`config.mk`:
```
export PLATFORM = sky130hd
export DESIGN_NAME = scan_8seg_drv
export DESIGN_NICKNAME = d
export VERILOG_FILES = /design/src/rtl/scan_8seg_drv_pkg.sv /design/src/rtl/scan_8seg_drv_seg7_hex_lut.sv /design/src/rtl/scan_8seg_drv.sv
export SDC_FILE = /design/constraint.sdc
export NUM_CORES = 1
export LEC_CHECK = 0
export ABC_AREA = 1
export CAP_MARGIN = 20
export CORE_UTILIZATION = 48
export CTS_BUF_LIST = sky130_fd_sc_hd__clkbuf_2
export CTS_CLUSTER_SIZE = 30
export DETAILED_ROUTE_END_ITERATION = 12
export PLACE_DENSITY = 0.73
export RECOVER_POWER = 50
export SLEW_MARGIN = 20
export SYNTH_ARGS = -nofsm -noshare
export SYNTH_HDL_FRONTEND = slang
export SYNTH_HIERARCHICAL = 1
export SYNTH_SLANG_ARGS = --single-unit
```
`constraint.sdc`:
```
create_clock -name CLK -period 4.62 [get_ports CLK]
set_clock_uncertainty 0.05 [all_clocks]
set_input_delay 1.386 -clock CLK [delete_from_list [all_inputs] [get_ports CLK]]
set_output_delay 1.386 -clock CLK [all_outputs]
set_load 0.005 [all_outputs]
```
`src/rtl/scan_8seg_drv_pkg.sv`:
```
// Shared display constants for the multiplexed 7-segment scanner.
package scan_8seg_drv_pkg;

  typedef logic [6:0] seg7_t;

  // Bit positions of the segments inside the leds bus (active high).
  localparam int SEG_A  = 0;
  localparam int SEG_B  = 1;
  localparam int SEG_C  = 2;
  localparam int SEG_D  = 3;
  localparam int SEG_E  = 4;
  localparam int SEG_F  = 5;
  localparam int SEG_G  = 6;
  localparam int SEG_DP = 7;

  // Hex digit to segment pattern, gfedcba order; entry 0 sits in the low bits.
  localparam logic [15:0][6:0] HEX_SEG = {
    7'h71, 7'h79, 7'h5E, 7'h39,  // F E d C
    7'h7C, 7'h77, 7'h6F, 7'h7F,  // b A 9 8
    7'h07, 7'h7D, 7'h6D, 7'h66,  // 7 6 5 4
    7'h4F, 7'h5B, 7'h06, 7'h3F   // 3 2 1 0
  };

endpackage

```
`src/rtl/scan_8seg_drv_seg7_hex_lut.sv`:
```
// Combinational nibble to 7-segment pattern lookup.
module seg7_hex_lut
  import scan_8seg_drv_pkg::*;
(
  input  logic [3:0] i_nibble,
  output seg7_t      o_seg
);

  assign o_seg = HEX_SEG[i_nibble];

endmodule

```
`src/rtl/scan_8seg_drv.sv`:
```
// Multiplexed 7-segment scanner with shadow/active frame buffering,
// leading-zero blanking and per-slot PWM dimming.
module scan_8seg_drv
  import scan_8seg_drv_pkg::*;
#(
  parameter int N_DIGITS      = 8,
  parameter int PRESCALE_LOG2 = 10,
  parameter int DIM_BITS      = 4
)(
  input  logic                    CLK,
  input  logic                    RST,
  input  logic [4*N_DIGITS-1:0]   data,
  input  logic [N_DIGITS-1:0]     dots,
  input  logic                    load,
  input  logic                    oe,
  input  logic                    lz_blank,
  input  logic [DIM_BITS-1:0]     bright,
  output logic [N_DIGITS-1:0]     drains,
  output logic [7:0]              leds,
  output logic                    frame_done
);

  localparam int IDX_W = (N_DIGITS > 1) ? $clog2(N_DIGITS) : 1;
  localparam logic [PRESCALE_LOG2-1:0] CNT_MAX  = '1;
  localparam logic [IDX_W-1:0]         IDX_LAST = IDX_W'(N_DIGITS - 1);

  logic [PRESCALE_LOG2-1:0] r_cnt;
  logic [IDX_W-1:0]         r_idx;
  logic [4*N_DIGITS-1:0]    r_shadowData;
  logic [N_DIGITS-1:0]      r_shadowDots;
  logic [4*N_DIGITS-1:0]    r_activeData;
  logic [N_DIGITS-1:0]      r_activeDots;
  logic                     r_pending;
  logic [N_DIGITS-1:0]      r_drains;
  logic [7:0]               r_leds;
  logic                     r_frameDone;

  logic                     w_boundary;
  logic                     w_takeShadow;
  logic [4*N_DIGITS-1:0]    w_frameData;
  logic [N_DIGITS-1:0]      w_frameDots;
  logic [3:0]               w_nibble;
  logic                     w_dot;
  logic                     w_blank;
  logic                     w_upperZero;
  logic [N_DIGITS-1:0]      w_onehot;
  logic                     w_duty;
  seg7_t                    w_seg;
  logic [7:0]               w_ledsNext;

  // The first cycle of digit 0, count 0 opens a new frame. The frame shown
  // must already be the one being copied in, so the decoder reads the shadow
  // on that cycle instead of the not-yet-updated active register.
  assign w_boundary   = (r_cnt == '0) && (r_idx == '0);
  assign w_takeShadow = w_boundary && r_pending;
  assign w_frameData  = w_takeShadow ? r_shadowData : r_activeData;
  assign w_frameDots  = w_takeShadow ? r_shadowDots : r_activeDots;

  // Prescaler counter with a one-clock dead time at count 0 and PWM from the top bits.
  assign w_duty = (r_cnt != '0) && (r_cnt[PRESCALE_LOG2-1 -: DIM_BITS] <= bright);

  // Select the current digit's nibble/dot and decide leading-zero blanking, scanning from the top digit down.
  always_comb begin
    w_nibble    = '0;
    w_dot       = 1'b0;
    w_blank     = 1'b0;
    w_upperZero = 1'b1;
    for (int k = N_DIGITS - 1; k >= 0; k--) begin
      w_upperZero = w_upperZero && (w_frameData[4*k +: 4] == 4'h0) && !w_frameDots[k];
      if (r_idx == IDX_W'(k)) begin
        w_nibble = w_frameData[4*k +: 4];
        w_dot    = w_frameDots[k];
        w_blank  = lz_blank && (k != 0) && w_upperZero;
      end
    end
  end

  // One-hot digit select built from the index.
  always_comb begin
    w_onehot = '0;
    for (int k = 0; k < N_DIGITS; k++) begin
      w_onehot[k] = (r_idx == IDX_W'(k));
    end
  end

  seg7_hex_lut u_lut (
    .i_nibble (w_nibble),
    .o_seg    (w_seg)
  );

  // Place segment pattern and dot on their bus positions.
  always_comb begin
    w_ledsNext               = '0;
    w_ledsNext[SEG_G:SEG_A]  = w_seg;
    w_ledsNext[SEG_DP]       = w_dot;
  end

  // Prescaler and digit index; held at zero while the display is disabled.
  always_ff @(posedge CLK or posedge RST) begin
    if (RST) begin
      r_cnt <= '0;
      r_idx <= '0;
    end else if (!oe) begin
      r_cnt <= '0;
      r_idx <= '0;
    end else begin
      r_cnt <= r_cnt + 1'b1;
      if (r_cnt == CNT_MAX) begin
        r_idx <= (r_idx == IDX_LAST) ? '0 : r_idx + 1'b1;
      end
    end
  end

  // Shadow capture on load, shadow-to-active transfer at the frame boundary or while disabled.
  always_ff @(posedge CLK or posedge RST) begin
    if (RST) begin
      r_shadowData <= '0;
      r_shadowDots <= '0;
      r_activeData <= '0;
      r_activeDots <= '0;
      r_pending    <= 1'b0;
    end else begin
      if (!oe || w_boundary) begin
        if (r_pending) begin
          r_activeData <= r_shadowData;
          r_activeDots <= r_shadowDots;
        end
        r_pending <= 1'b0;
      end
      if (load) begin
        r_shadowData <= data;
        r_shadowDots <= dots;
        r_pending    <= 1'b1;
      end
    end
  end

  // Registered outputs, one cycle behind the prescaler/index.
  always_ff @(posedge CLK or posedge RST) begin
    if (RST) begin
      r_drains    <= '0;
      r_leds      <= '0;
      r_frameDone <= 1'b0;
    end else if (!oe) begin
      r_drains    <= '0;
      r_leds      <= '0;
      r_frameDone <= 1'b0;
    end else begin
      r_drains    <= (w_duty && !w_blank) ? w_onehot : '0;
      r_leds      <= w_blank ? 8'h00 : w_ledsNext;
      r_frameDone <= (r_cnt == CNT_MAX) && (r_idx == IDX_LAST);
    end
  end

  assign drains     = r_drains;
  assign leds       = r_leds;
  assign frame_done = r_frameDone;

endmodule
```
==> results.json, run 1 <==
{
  "grt_busiest_layer": "met2",
  "cts.clk_slew.worst_paths_ps": 280,
  "synth_top_cell_area_share": 0.483,
  "first_pass_iters": 8,
  "fp.coreArea_mm2": 0.0116,
  "crit_top_cell": "inv_1",
  "diodes": 0,
  "start_kind": "register",
  "die-height_um": 112,
  "die_area_mm2": 0.0124,
  "clock-sinks": 111,
  "yosysWarnings": 6,
  "htree_levels": 3,
  "grt_usage": 0.232,
  "worstPathRequired_ps": 5160,
  "grt_max_degree": 82,
  "grt_use_met2": 0.392,
  "drt-initial-drc-count": 235,
  "max_cap_violations": 2,
  "synthesis.nets": 817,
  "grt_pass1_vias": 4949,
  "synthCells": 749,
  "clockBufferDepth": 2,
  "grt_use_met3": 0.0365,
  "fin_crit_sh": 0.771,
  "post-route-min-period_ps": 3560,
  "areaGrowthSynthToFinish_pct": 13.9,
  "portBuffers": 65,
  "cts_setup_buffers": 0,
  "power-per-cell-area_mw_per_mm2": 317,
  "run_status": "finished, violations left",
  "max_freq_mhz": 281,
  "globalplace.congestion": 0.875,
  "synth_area_per_cell_um2": 7.68,
  "num_vias": 4877,
  "place_hpwl_um": 9710,
  "critPathSlowestCell": "dfrtp_1",
  "avgViaCountPerCell": 5.15,
  "die_w_um": 112,
  "met1_usage": 0.298,
  "maxSlewViolCount": 141,
  "cts_made_buffers": 9,
  "setup_viol": 0,
  "cts_tree": "done",
  "clk_latency_ps": 630,
  "ios": 66,
  "synth.most_common_cell": "nand2_1",
  "rows": 39,
  "cts_hold_buf": 0,
  "critPathArrivalTime_ps": 4100,
  "peakVddDrop_mv": 0.198,
  "antenna_found_initial": 0,
  "ys.flop_type": "dfrtp_1",
  "hold_viol_final": 0,
  "wl_per_cell_um": 13.8,
  "clock-root-buffer": "clkbuf_2",
  "grt_setup_unrepaired": "false",
  "end_kind": "register",
  "path_max_fanout": 44,
  "cts_resized": 0,
  "routed_wl_um": 13000,
  "synth-edff-count": 0,
  "synth_top_area_cell": "dfrtp_1",
  "syn-cell-area_mm2": 0.00576,
  "worst_pin_slew_ps": 2670,
  "drcViolationCount": 4,
  "setup_tns_ps": 0,
  "failed_checks": "DRC, capacitance limit, slew limit",
  "cp_top_family": "simple AND/OR/NAND/NOR gates",
  "worst_hold_slack_ps": 460,
  "ant_nets": 0,
  "synth_common_cells": "nand2_1 (201), dfrtp_1 (111), o21ai_0 (111), inv_1 (100), nor2_1 (69)",
  "relSlewSlack": -0.787,
  "start_util": 0.498,
  "path_cells": "inv_1 -> ha_1 -> inv_1 -> nor2_4 -> nand4_4 -> buf_4 -> nand2_1 -> o21ai_0 -> inv_1 -> o21ai_0 -> a21oi_1 -> o21ai_0 -> nand3_1 -> nand2_1 -> nand3_1 -> nand2_1 -> inv_1 -> ha_1 -> nand2_2 -> nand2_2 -> nor2_1 -> nor2_1 -> inv_1 -> nor2_1",
  "ys_async_sr_fraction": 1.00,
  "seq_area_frac_synth": 0.483,
  "crit_type": "register to register",
  "cp.buffers_inverters": 6,
  "p_leak_uw": 0.00329,
  "drive_gt1_frac": 0.0485,
  "yosys.cell_types.count": 31,
  "synthTopCellsByArea": "dfrtp_1 (48%), nand2_1 (13%), o21ai_0 (9.7%), inv_1 (6.5%), nor2_1 (4.5%)",
  "grt_pass1_wl_um": 22900,
  "hp-class": "register to register",
  "yosys_register_bits": 111,
  "nets": 867,
  "max_stage_delay_ps": 450,
  "grt_overflow_total": 0
}
==> worst reg2reg max path: stages, from the launching register on <==
cell and delay (ps):
dfrtp_1 450, inv_1 100, ha_1 220, inv_1 90, nor2_4 50, nand4_4 210, buf_4 420, nand2_1 100
o21ai_0 110, inv_1 60, o21ai_0 180, a21oi_1 90, o21ai_0 180, nand3_1 100, nand2_1 80, nand3_1 70
nand2_1 180, inv_1 120, ha_1 310, nand2_2 50, nand2_2 70, nor2_1 40, nor2_1 80, inv_1 40
nor2_1 90
==> path summary, 6_finish.rpt <==
path / cells past startpoint / start / slack [ps] / to
max reg2reg: 24 / r_idx[0]$_DFFE_PP0P_ / 1060 / leds[3]$_DFF_PP0_
min in group asynchronous: 2 / RST / 1840 / r_activeData[29]$_DFFE_PP0P_
min reg2reg: 1 / r_cnt[0]$_DFF_PP0_ / 460 / r_cnt[0]$_DFF_PP0_
max: 24 / r_idx[0]$_DFFE_PP0P_ / 1060 / leds[3]$_DFF_PP0_
min: 1 / r_cnt[0]$_DFF_PP0_ / 460 / r_cnt[0]$_DFF_PP0_
max in group asynchronous: 2 / RST / 1460 / r_activeData[14]$_DFFE_PP0P_
==> cells by family (layout without fill, tap and decap cells) <==
logic type / Yosys count / in the layout / share of synthesized area
and+or+nand+nor: 330 / 330 / 0.239
AOI/OAI and AO/OA: 154 / 154 / 0.140
buffers and inverters: 135 / 190 / 0.0972
DFF: 111 / 111 / 0.483
adders and majority gates: 19 / 19 / 0.0413
==> power by group <==
part           internal, µW  switching [µW]  leakage (µW)
Sequential             1090            60.1       0.00140
Clock                  69.9             314     0.0000568
Combinational           211             332       0.00183
Total                  1370             706       0.00329
==> routing by layer <==
metal	share of wire	wire [µm]	vias to the layer above
met1	0.46	5950	2273
met3	0.037	483	22
li1	-	-	2472
met2	0.48	6280	110
met5	0	0	-
met4	0.024	310	0
==> registers in the layout, summed over array words and instances, names as in the netlist <==
| register | flops |
|---|---|
| r_activeData | 32 |
| drains | 8 |
| leds | 8 |
| r_activeDots | 8 |
| r_shadowDots | 8 |
| r_cnt | 10 |
| r_shadowData | 32 |
| frame_done | 1 |
| r_pending | 1 |
| r_idx | 3 |
==> through the flow <==
step	area (µm²)	utilization	cells	power [µW]	setup WS, ps
2_1_floorplan	5760	-	749	1540	253
3_3_place_gp	6480	0.560	931	1690	1230
3_5_place_dp	6480	0.560	931	1710	1130
4_1_cts	6560	0.567	947	2090	1100
5_1_grt	6560	0.567	947	2220	637
6_report	6560	0.567	947	2080	1060
==> placed cells by master (no fill, tap or decap), types with 18 or more instances in the layout <==
cell / n
clkdlybuf4s50_1: 62
o21ai_0: 111
ha_1: 19
a21oi_1: 30
nand4_1: 18
dfrtp_1: 111
nand2_1: 200
nand3_1: 22
inv_1: 99
nor2_1: 69
==> final cells by class <==
cell class	count	area, µm²
Fill cell	1104	5010
Sequential cell	111	2780
Multi-Input combinational cell	503	2420
Timing Repair Buffer	71	702
Inverter	103	395
Tap cell	143	179
Clock buffer	11	55.1
Clock inverter	5	25.0
Power figures use the tool's default switching activity.
==> run 2: changes to the inputs <==
Clock period 4.62 ns to 3.6 ns, I/O delays scaled along.
==> results.json, run 2 (synthesized netlist as in run 1, its figures left out) <==
{
  "routed_wl_um": 12600,
  "cts_made_buffers": 9,
  "final_common_cell": "nand2_1",
  "power-per-cell-area_mw_per_mm2": 411,
  "place_hpwl_um": 9260,
  "num_vias": 4883,
  "setup_tns_ps": 0,
  "ant_nets": 0,
  "diodes": 0,
  "antenna_found_initial": 0,
  "max_freq_mhz": 303,
  "start_kind": "register",
  "drcViolationCount": 3,
  "grt_setup_unrepaired": "false",
  "relSlewSlack": 0.0147,
  "critPathArrivalTime_ps": 3820,
  "grt_usage": 0.227,
  "p_leak_uw": 0.00333,
  "clock-root-buffer": "clkbuf_2",
  "clockBufferDepth": 2,
  "maxSlewViolCount": 0,
  "clk_latency_ps": 630,
  "globalplace.congestion": 0.899,
  "final_cell_mix": "nand2_1 (199), o21ai_0 (111), dfrtp_1 (111)",
  "min_from": "r_activeData[16]$_DFFE_PP0P_",
  "grt_overflow_total": 0,
  "setup_viol": 0,
  "hold_viol_final": 0,
  "crit_type": "register to register",
  "grt_max_degree": 112,
  "timing.rr.start": "r_idx[0]$_DFFE_PP0P_",
  "grt_pass1_vias": 4832,
  "fp.coreArea_mm2": 0.0116,
  "fin_crit_sh": 0.916,
  "areaGrowthSynthToFinish_pct": 15.2,
  "path_max_fanout": 21,
  "end_kind": "register",
  "worstPathRequired_ps": 4120,
  "avgViaCountPerCell": 5.13,
  "cts.clk_slew.worst_paths_ps": 250,
  "path_cells": "inv_1 -> ha_1 -> inv_1 -> nor2_4 -> nand4_4 -> buf_6 -> nand2_1 -> o21ai_0 -> inv_1 -> o21ai_0 -> a21oi_1 -> o21ai_0 -> nand3_1 -> nand2_1 -> nand3_1 -> nand2_1 -> inv_1 -> ha_1 -> nand2_2 -> nand2_2 -> nor2_1 -> nor2_1 -> inv_1 -> nor2_1",
  "ios": 66,
  "top_regs": "r_activeData x32, r_shadowData x32, r_cnt x10",
  "htree_levels": 3,
  "post-route-min-period_ps": 3300,
  "first_pass_iters": 10,
  "die-height_um": 112,
  "worst_pin_slew_ps": 1480,
  "start_util": 0.498,
  "run_status": "finished, violations left",
  "critPathSlowestCell": "dfrtp_1",
  "die_area_mm2": 0.0124,
  "grt_pass1_wl_um": 22600,
  "failed_checks": "DRC",
  "die_w_um": 112,
  "clock-sinks": 111,
  "nets": 871,
  "drive_gt1_frac": 0.0532,
  "peakVddDrop_mv": 0.219,
  "p_total_uw": 2720,
  "max_cap_violations": 0,
  "max_stage_delay_ps": 440,
  "rows": 39,
  "wl_per_cell_um": 13.3,
  "cp-startpoint": "r_idx[0]$_DFFE_PP0P_",
  "crit_top_cell": "inv_1",
  "drt-initial-drc-count": 348,
  "hp-class": "register to register",
  "portBuffers": 65,
  "cts_tree": "done"
}
[run 2: metrics by stage]
step / utilization / area [µm²] / std cells / worst slack (ps) / hold WS (ps)
6_report: 0.573 / 6630 / 951 / 302 / 474
5_1_grt: 0.573 / 6630 / 951 / 10.7 / 499
4_1_cts: 0.573 / 6630 / 950 / 267 / 468
3_5_place_dp: 0.564 / 6530 / 934 / 319 / 424
3_3_place_gp: 0.564 / 6530 / 934 / 428 / 415
2_1_floorplan: - / 5760 / 749 / 775 / 398
[run 2: final cells by class]
type / count / area, µm²
inverters: 103 / 398
clock inverters: 6 / 51.3
clock buffers: 10 / 50.0
multi-input cells: 503 / 2420
repair buffers: 75 / 748
flip-flops and latches: 111 / 2780
well taps: 143 / 179
fillers: 1065 / 4940
[run 2: path summary, 6_finish.rpt]
check,endpoint,slack (ps),cells after the start
setup / recovery,leds[3]$_DFF_PP0_,300,24
hold reg to reg,r_activeData[16]$_DFFE_PP0P_,470,2
max in group asynchronous,r_activeData[13]$_DFFE_PP0P_,1220,3
setup reg to reg,leds[3]$_DFF_PP0_,300,24
min in group asynchronous,r_shadowData[29]$_DFFE_PP0P_,1350,3
hold / removal,r_activeData[16]$_DFFE_PP0P_,470,2
[run 2: metal layers]
metal / vias to the layer above / GRT usage / routed length, µm
met5: - / 0 / 0
met4: 0 / 0.0982 / 241
met3: 16 / 0.0332 / 549
met2: 113 / 0.373 / 5930
met1: 2273 / 0.300 / 5900
li1: 2481 / - / -
[run 2: critical path: cells and delay by family, from the launching register on]
kind | cells | cell delay (ps)
AOI/OAI and AO/OA | 4 | 600
buffers and inverters | 6 | 600
DFF | 1 | 440
adders and majority gates | 2 | 530
and+or+nand+nor | 12 | 1000
[run 2: repair_timing]
action                                  CTS  global route
hold buffers                              0             0
endpoints found under the setup margin    0             5
setup buffers                             0             1
resized for setup                         0             2
[run 2: report_power, final]
part / internal (µW) / switching (µW)
logic: 280 / 433
clock network: 154 / 388
registers: 1400 / 70.7
